## src/rtl/cpu_fetch_squash_pkg.sv

```systemverilog
// cpu_fetch_squash_pkg: shared opcode, width and squash-length helpers for the fetch stage
package cpu_fetch_squash_pkg;
    localparam int IR_WIDTH = 12;
    localparam logic [IR_WIDTH-1:0] NOP = 12'h000;
    localparam int DEF_MAX_SQUASH = 3;
    function automatic int clamp_len(input int len, input int max_len);
        return (len == 0) ? 1 : ((len > max_len) ? max_len : len);
    endfunction
endpackage

```

## src/rtl/cpu_squash_counter.sv

```systemverilog
// cpu_squash_counter: loadable remaining-bubble down-counter with hold, clamp-on-load and zero flag
module cpu_squash_counter
    import cpu_fetch_squash_pkg::*;
#(
    parameter int MAX_SQUASH    = DEF_MAX_SQUASH,
    parameter int CW            = 2,
    parameter int RESET_BUBBLES = 1
) (
    input  logic          clk,
    input  logic          resetn,
    input  logic          load,
    input  logic [CW-1:0] load_len,
    input  logic          hold,
    output logic [CW-1:0] rem,
    output logic          busy
);
    logic [CW-1:0] rem_n;
    // the load itself is one bubble, so only eff-1 remain afterwards
    always_comb begin
        rem_n = load ? CW'(clamp_len(int'(load_len), MAX_SQUASH) - 1)
              : hold ? rem
              : (rem != '0) ? rem - 1'b1 : rem;
    end
    always_ff @(posedge clk) begin
        if (!resetn) rem <= CW'(RESET_BUBBLES);
        else         rem <= rem_n;
    end
    assign busy = (rem != '0);
endmodule

```

## src/rtl/cpu_fetch_squash.sv

```systemverilog
// cpu_fetch_squash: registered IR stage injecting NOP bubbles after squash, stall-aware, with bubble counter
module cpu_fetch_squash
    import cpu_fetch_squash_pkg::*;
#(
    parameter int               WIDTH         = IR_WIDTH,
    parameter logic [WIDTH-1:0] NOP_WORD      = WIDTH'(NOP),
    parameter int               MAX_SQUASH    = DEF_MAX_SQUASH,
    parameter int               CW            = 2,
    parameter int               RESET_BUBBLES = 1,
    parameter int               PERF_W        = 16
) (
    input  logic              clk,
    input  logic              resetn,
    input  logic              stall,
    input  logic              squash_req,
    input  logic [CW-1:0]     squash_len,
    input  logic              perf_clr,
    input  logic [WIDTH-1:0]  program_bus_in,
    output logic [WIDTH-1:0]  program_bus_out,
    output logic              nop_active,
    output logic              busy,
    output logic [PERF_W-1:0] bubble_count
);
    logic [CW-1:0] rem;
    logic          inject;
    logic          advance;
    cpu_squash_counter #(
        .MAX_SQUASH   (MAX_SQUASH),
        .CW           (CW),
        .RESET_BUBBLES(RESET_BUBBLES)
    ) u_cnt (
        .clk     (clk),
        .resetn  (resetn),
        .load    (squash_req),
        .load_len(squash_len),
        .hold    (stall),
        .rem     (rem),
        .busy    (busy)
    );
    // squash beats stall; otherwise stall freezes both the IR and the bubble sequence
    assign inject  = squash_req | (!stall & (rem != '0));
    assign advance = squash_req | !stall;
    always_ff @(posedge clk) begin
        if (!resetn) begin
            program_bus_out <= NOP_WORD;
            nop_active      <= 1'b1;
            bubble_count    <= '0;
        end else begin
            if (advance) begin
                program_bus_out <= inject ? NOP_WORD : program_bus_in;
                nop_active      <= inject;
            end
            bubble_count <= perf_clr ? '0
                          : (inject && bubble_count != '1) ? bubble_count + 1'b1
                          : bubble_count;
        end
    end
endmodule

```

## config.mk

```make
export PLATFORM = sky130hd
export DESIGN_NAME = cpu_fetch_squash
export DESIGN_NICKNAME = d
export VERILOG_FILES = /design/src/rtl/cpu_fetch_squash_pkg.sv /design/src/rtl/cpu_squash_counter.sv /design/src/rtl/cpu_fetch_squash.sv
export SDC_FILE = /design/constraint.sdc
export NUM_CORES = 1
export LEC_CHECK = 0
export ABC_AREA = 1
export ABC_CLOCK_PERIOD_IN_PS = 1870
export CAP_MARGIN = 15
export CORE_MARGIN = 2
export CORE_UTILIZATION = 29
export CTS_BUF_LIST = sky130_fd_sc_hd__clkbuf_16
export CTS_CLUSTER_SIZE = 12
export DETAILED_ROUTE_END_ITERATION = 12
export GPL_TIMING_DRIVEN = 0
export PLACE_DENSITY = 0.63
export SYNTH_ARGS = -nofsm -noshare
export SYNTH_HDL_FRONTEND = slang
export SYNTH_HIERARCHICAL = 1
export SYNTH_SLANG_ARGS = --single-unit
```

## constraint.sdc

```tcl
create_clock -name clk -period 1.87 [get_ports clk]
set_clock_uncertainty 0.2 [all_clocks]
set_input_delay 0.374 -clock clk [delete_from_list [all_inputs] [get_ports clk]]
set_output_delay 0.374 -clock clk [all_outputs]
set_load 0.02 [all_outputs]
```

==> results list <==
- The run finished with clean final reports.
- TritonCTS built the clock tree.
- The most critical setup path has its endpoint at program_bus_out[4].
- The number of global-route vias before repair is 1,473.
- The average instance in the mapped netlist occupies 6.805 µm².
* HPWL Detailed: 2923 µm
- Smallest setup slack after layout: 0.07033 ns
- PostCTS Resize Cnt: 15
* CP Buf/Inv Count: 1
- Along the worst path, the maximum fanout reaches 2.
- Initial DRC Count: 89
- The count of buffers added on input and output ports is 48.
* Critical path origin: program_bus_out[4]
* Number of fill cells: 519
- The worst-case IR drop observed on VDD is 0.4031 mV.
* Total detailed-routing wirelength: 3957 µm
* Cell depth of the worst flop-to-flop path: 7
- Ordered cell list for the critical path: clkdlybuf4s50_1
* Number of distinct library cell variants in the gate-level netlist after synthesis: 23
* Cells after Synth: 230
- In this run the number of cells on the critical path is 1.
- The tightest min-delay check is of the register to register type.
- Required time of the critical path: 1.30 ns
- The clock period could shrink to 1.800 ns.
- The setup path with the least slack is of type register to output pin.
- Number of endpoints failing setup at the final stage: 0
- After detailed routing, the number of remaining DRC violations is 0.
- Launch instance of the worst register-to-register path: bubble_count[1]
* Via-to-Cell Ratio: 4.538
- Area of placed instances: 2133 µm²
- Post-Place Setup Slack: -0.3653 ns
* Final-report hold violation count: 0
- Worst Max-Slew Pin Slew: 0.4756 ns
- Inserted Diodes: 0
- The initial antenna violation count was 0.
* Proportion of synthesized chip area in sequential cells: 39.65%
- # rows: 26
- The floorplan step set the die height to 77.47 µm.
* Max-cap violation count: 0
- Launching element type of the critical path: register
* Clock H-tree levels: 2
* Total overflow reported by the global router: 0
* Global-route wire length before repair: 6775 µm
- Number of cells in the design after placement: 348
- Starting utilization of the core area: 30.26%
* Count of state elements after synthesis: 31
- Layout overhead on the synthesized area: 45.72%
* Placeable core region: 5172 µm²
- The finished layout holds 355 standard cells, fillers aside.
* Routed vias: 1,611
* Area of the die: 6001 µm²
- After clock tree synthesis, the clock-pin slew on the worst setup and hold paths is 0.05 ns.
- From left edge to right edge, the die measures 77.47 µm.
- Routed length per instance: 11.15 µm
* Synthesized area: 1565 µm²
- Among all stages on the critical path, the largest delay is contributed by sky130_fd_sc_hd__clkdlybuf4s50_1.
* Pins over their slew limit: 0
- Fraction of final layout cells sized beyond drive strength 1: 9.825%
* FF-to-FF setup slack: 0.17 ns
* Post-CTS setup buffer count: 0
- Leakage Power: 0.9769 nW
- Antenna-violating nets left: 0
* Delay of the slowest cell on the worst path: 0.61 ns
- CTS saw 31 sinks.
* CP Capture Type: output pin
- The finished cells cover 2281 µm².
- The final critical path takes up 96.24% of the cycle.
- Setup repair after global routing left no endpoint under its margin.
- For the worst setup path, the data arrival time is 1.23 ns.
* Global routing usage summed across all routing layers: 13.81%
- Clock buffer depth: 2
- Routability-driven placement finished with a final weighted congestion of 0.8364.
- Number of iterations in the first detailed-routing pass: 4
* Largest net degree at the start of global routing: 14
* Family of cells with the greatest summed delay on the critical path: buffers and inverters
- Clock root buffer master: sky130_fd_sc_hd__clkbuf_16
- The final layout contains 304 nets.
- Dividing total power by cell area gives a power density of 720.9 nW/µm².
- Endpoint of the lowest-slack register-to-register path: bubble_count[9]
- Number of hold buffers added after cts: 0
- CTS Buf Count: 5
* Maximum operating frequency: 555.7 MHz
* Max transition margin: 68.29%
- Counting every net in the synthesized netlist gives 250.
* Worst skew pair latency: 0.27 ns
- Warnings from Yosys: 6
- Boundary pin count: 49
-- metal layers --
metal  wire, µm  global-route usage (%)
met2       1840                   23.04
met4         40                   3.750
met5          0                       0
met3        167                   2.907
met1       1909                   18.05
-- layout make-up --
class | count | area [µm²] | area share [%]
Buffer | 7 | 52.55 | 2.304
Clock buffer | 5 | 125.1 | 5.485
Clock inverter | 3 | 12.51 | 0.5485
Inverter | 14 | 52.55 | 2.304
Multi-Input combinational cell | 177 | 848.3 | 37.19
Sequential cell | 31 | 621.8 | 27.26
Tap cell | 70 | 87.58 | 3.840
Timing Repair Buffer | 48 | 480.5 | 21.06
-- cells in the final DEF (no fill, tap or decap), drive strengths merged, types with 2 or more instances in the layout --
cell,instances
clkbuf,7
buf,5
a21oi,24
nand3b,2
nand4,3
inv,16
dlygate4sd2,12
nand2,61
clkdlybuf4s50,30
nand3,35
nor2,47
dfxtp,31
dlymetal6s2s,6
-- registers in the layout, summed over array words and instances (netlist names) --
name	cells
u_cnt/rem	2
bubble_count	16
nop_active	1
program_bus_out	12
-- worst min path at each step --
stage | start | endpoint | slack, ns | cells past startpoint
after global routing | program_bus_out[2] | program_bus_out[2] | 0.28 | 2
after CTS | program_bus_out[8] | program_bus_out[8] | 0.26 | 2
final | program_bus_out[8] | program_bus_out[8] | 0.26 | 2
after global placement | program_bus_out[9] | program_bus_out[9] | 0.25 | 2
after detailed placement | program_bus_out[8] | program_bus_out[8] | 0.26 | 2
after floorplan | resetn | u_cnt/rem[0] | 0.25 | 1
-- synth_stat cells --
master | n | area [µm²]
sky130_fd_sc_hd__dfxtp_1 | 31 | 620.6
sky130_fd_sc_hd__or2_4 | 1 | 8.760
sky130_fd_sc_hd__nor2_1 | 42 | 157.7
sky130_fd_sc_hd__nand3b_1 | 2 | 15.01
sky130_fd_sc_hd__nand2_2 | 4 | 25.02
sky130_fd_sc_hd__nand4_4 | 1 | 21.27
sky130_fd_sc_hd__buf_1 | 1 | 3.750
sky130_fd_sc_hd__nand4_1 | 2 | 12.51
sky130_fd_sc_hd__o21bai_1 | 1 | 7.510
sky130_fd_sc_hd__nand2_1 | 57 | 214.0
sky130_fd_sc_hd__inv_2 | 1 | 3.750
sky130_fd_sc_hd__buf_2 | 2 | 10.01
sky130_fd_sc_hd__a21oi_1 | 24 | 120.1
sky130_fd_sc_hd__o21ai_1 | 1 | 5.000
sky130_fd_sc_hd__nor2_4 | 5 | 56.30
sky130_fd_sc_hd__inv_1 | 13 | 48.80
sky130_fd_sc_hd__ha_1 | 1 | 12.51
sky130_fd_sc_hd__buf_6 | 2 | 22.52
sky130_fd_sc_hd__nand3_1 | 34 | 170.2
sky130_fd_sc_hd__nor3_1 | 1 | 5.000
sky130_fd_sc_hd__buf_4 | 1 | 7.510
sky130_fd_sc_hd__clkbuf_1 | 2 | 7.510
sky130_fd_sc_hd__nand3_2 | 1 | 10.01
-- kinds of logic (layout without fill, tap and decap cells) --
| logic type | after synthesis | count (layout) | synth area share [%] |
|---|---|---|---|
| buffers and inverters | 22 | 77 | 6.635 |
| and+or+nand+nor | 150 | 150 | 44.44 |
| DFF | 31 | 31 | 39.65 |
| AOI/OAI and AO/OA | 26 | 26 | 8.473 |
| adders and majority gates | 1 | 1 | 0.7992 |
-- per-stage QoR --
stage	util, %	hold WS (ns)	power, W	setup TNS, ns
6_report	44.10	0.2609	0.001644	0
5_1_grt	44.10	0.2830	0.001716	0
3_5_place_dp	41.24	0.2555	0.0009085	-6.407
4_1_cts	43.69	0.2635	0.001664	0
2_1_floorplan	-	0.2479	0.0008100	0
3_3_place_gp	41.24	0.2523	0.0009063	-5.872
-- where the power goes --
group          leakage [nW]  internal (W)  switching (W)  total [W]
registers             0.252      0.000681      0.0000136   0.000695
logic                 0.648     0.0000964       0.000103   0.000199
clock network        0.0762      0.000480       0.000271   0.000751
total                 0.977       0.00126       0.000387    0.00164
Note: power is estimated with default switching activity, not from simulation.
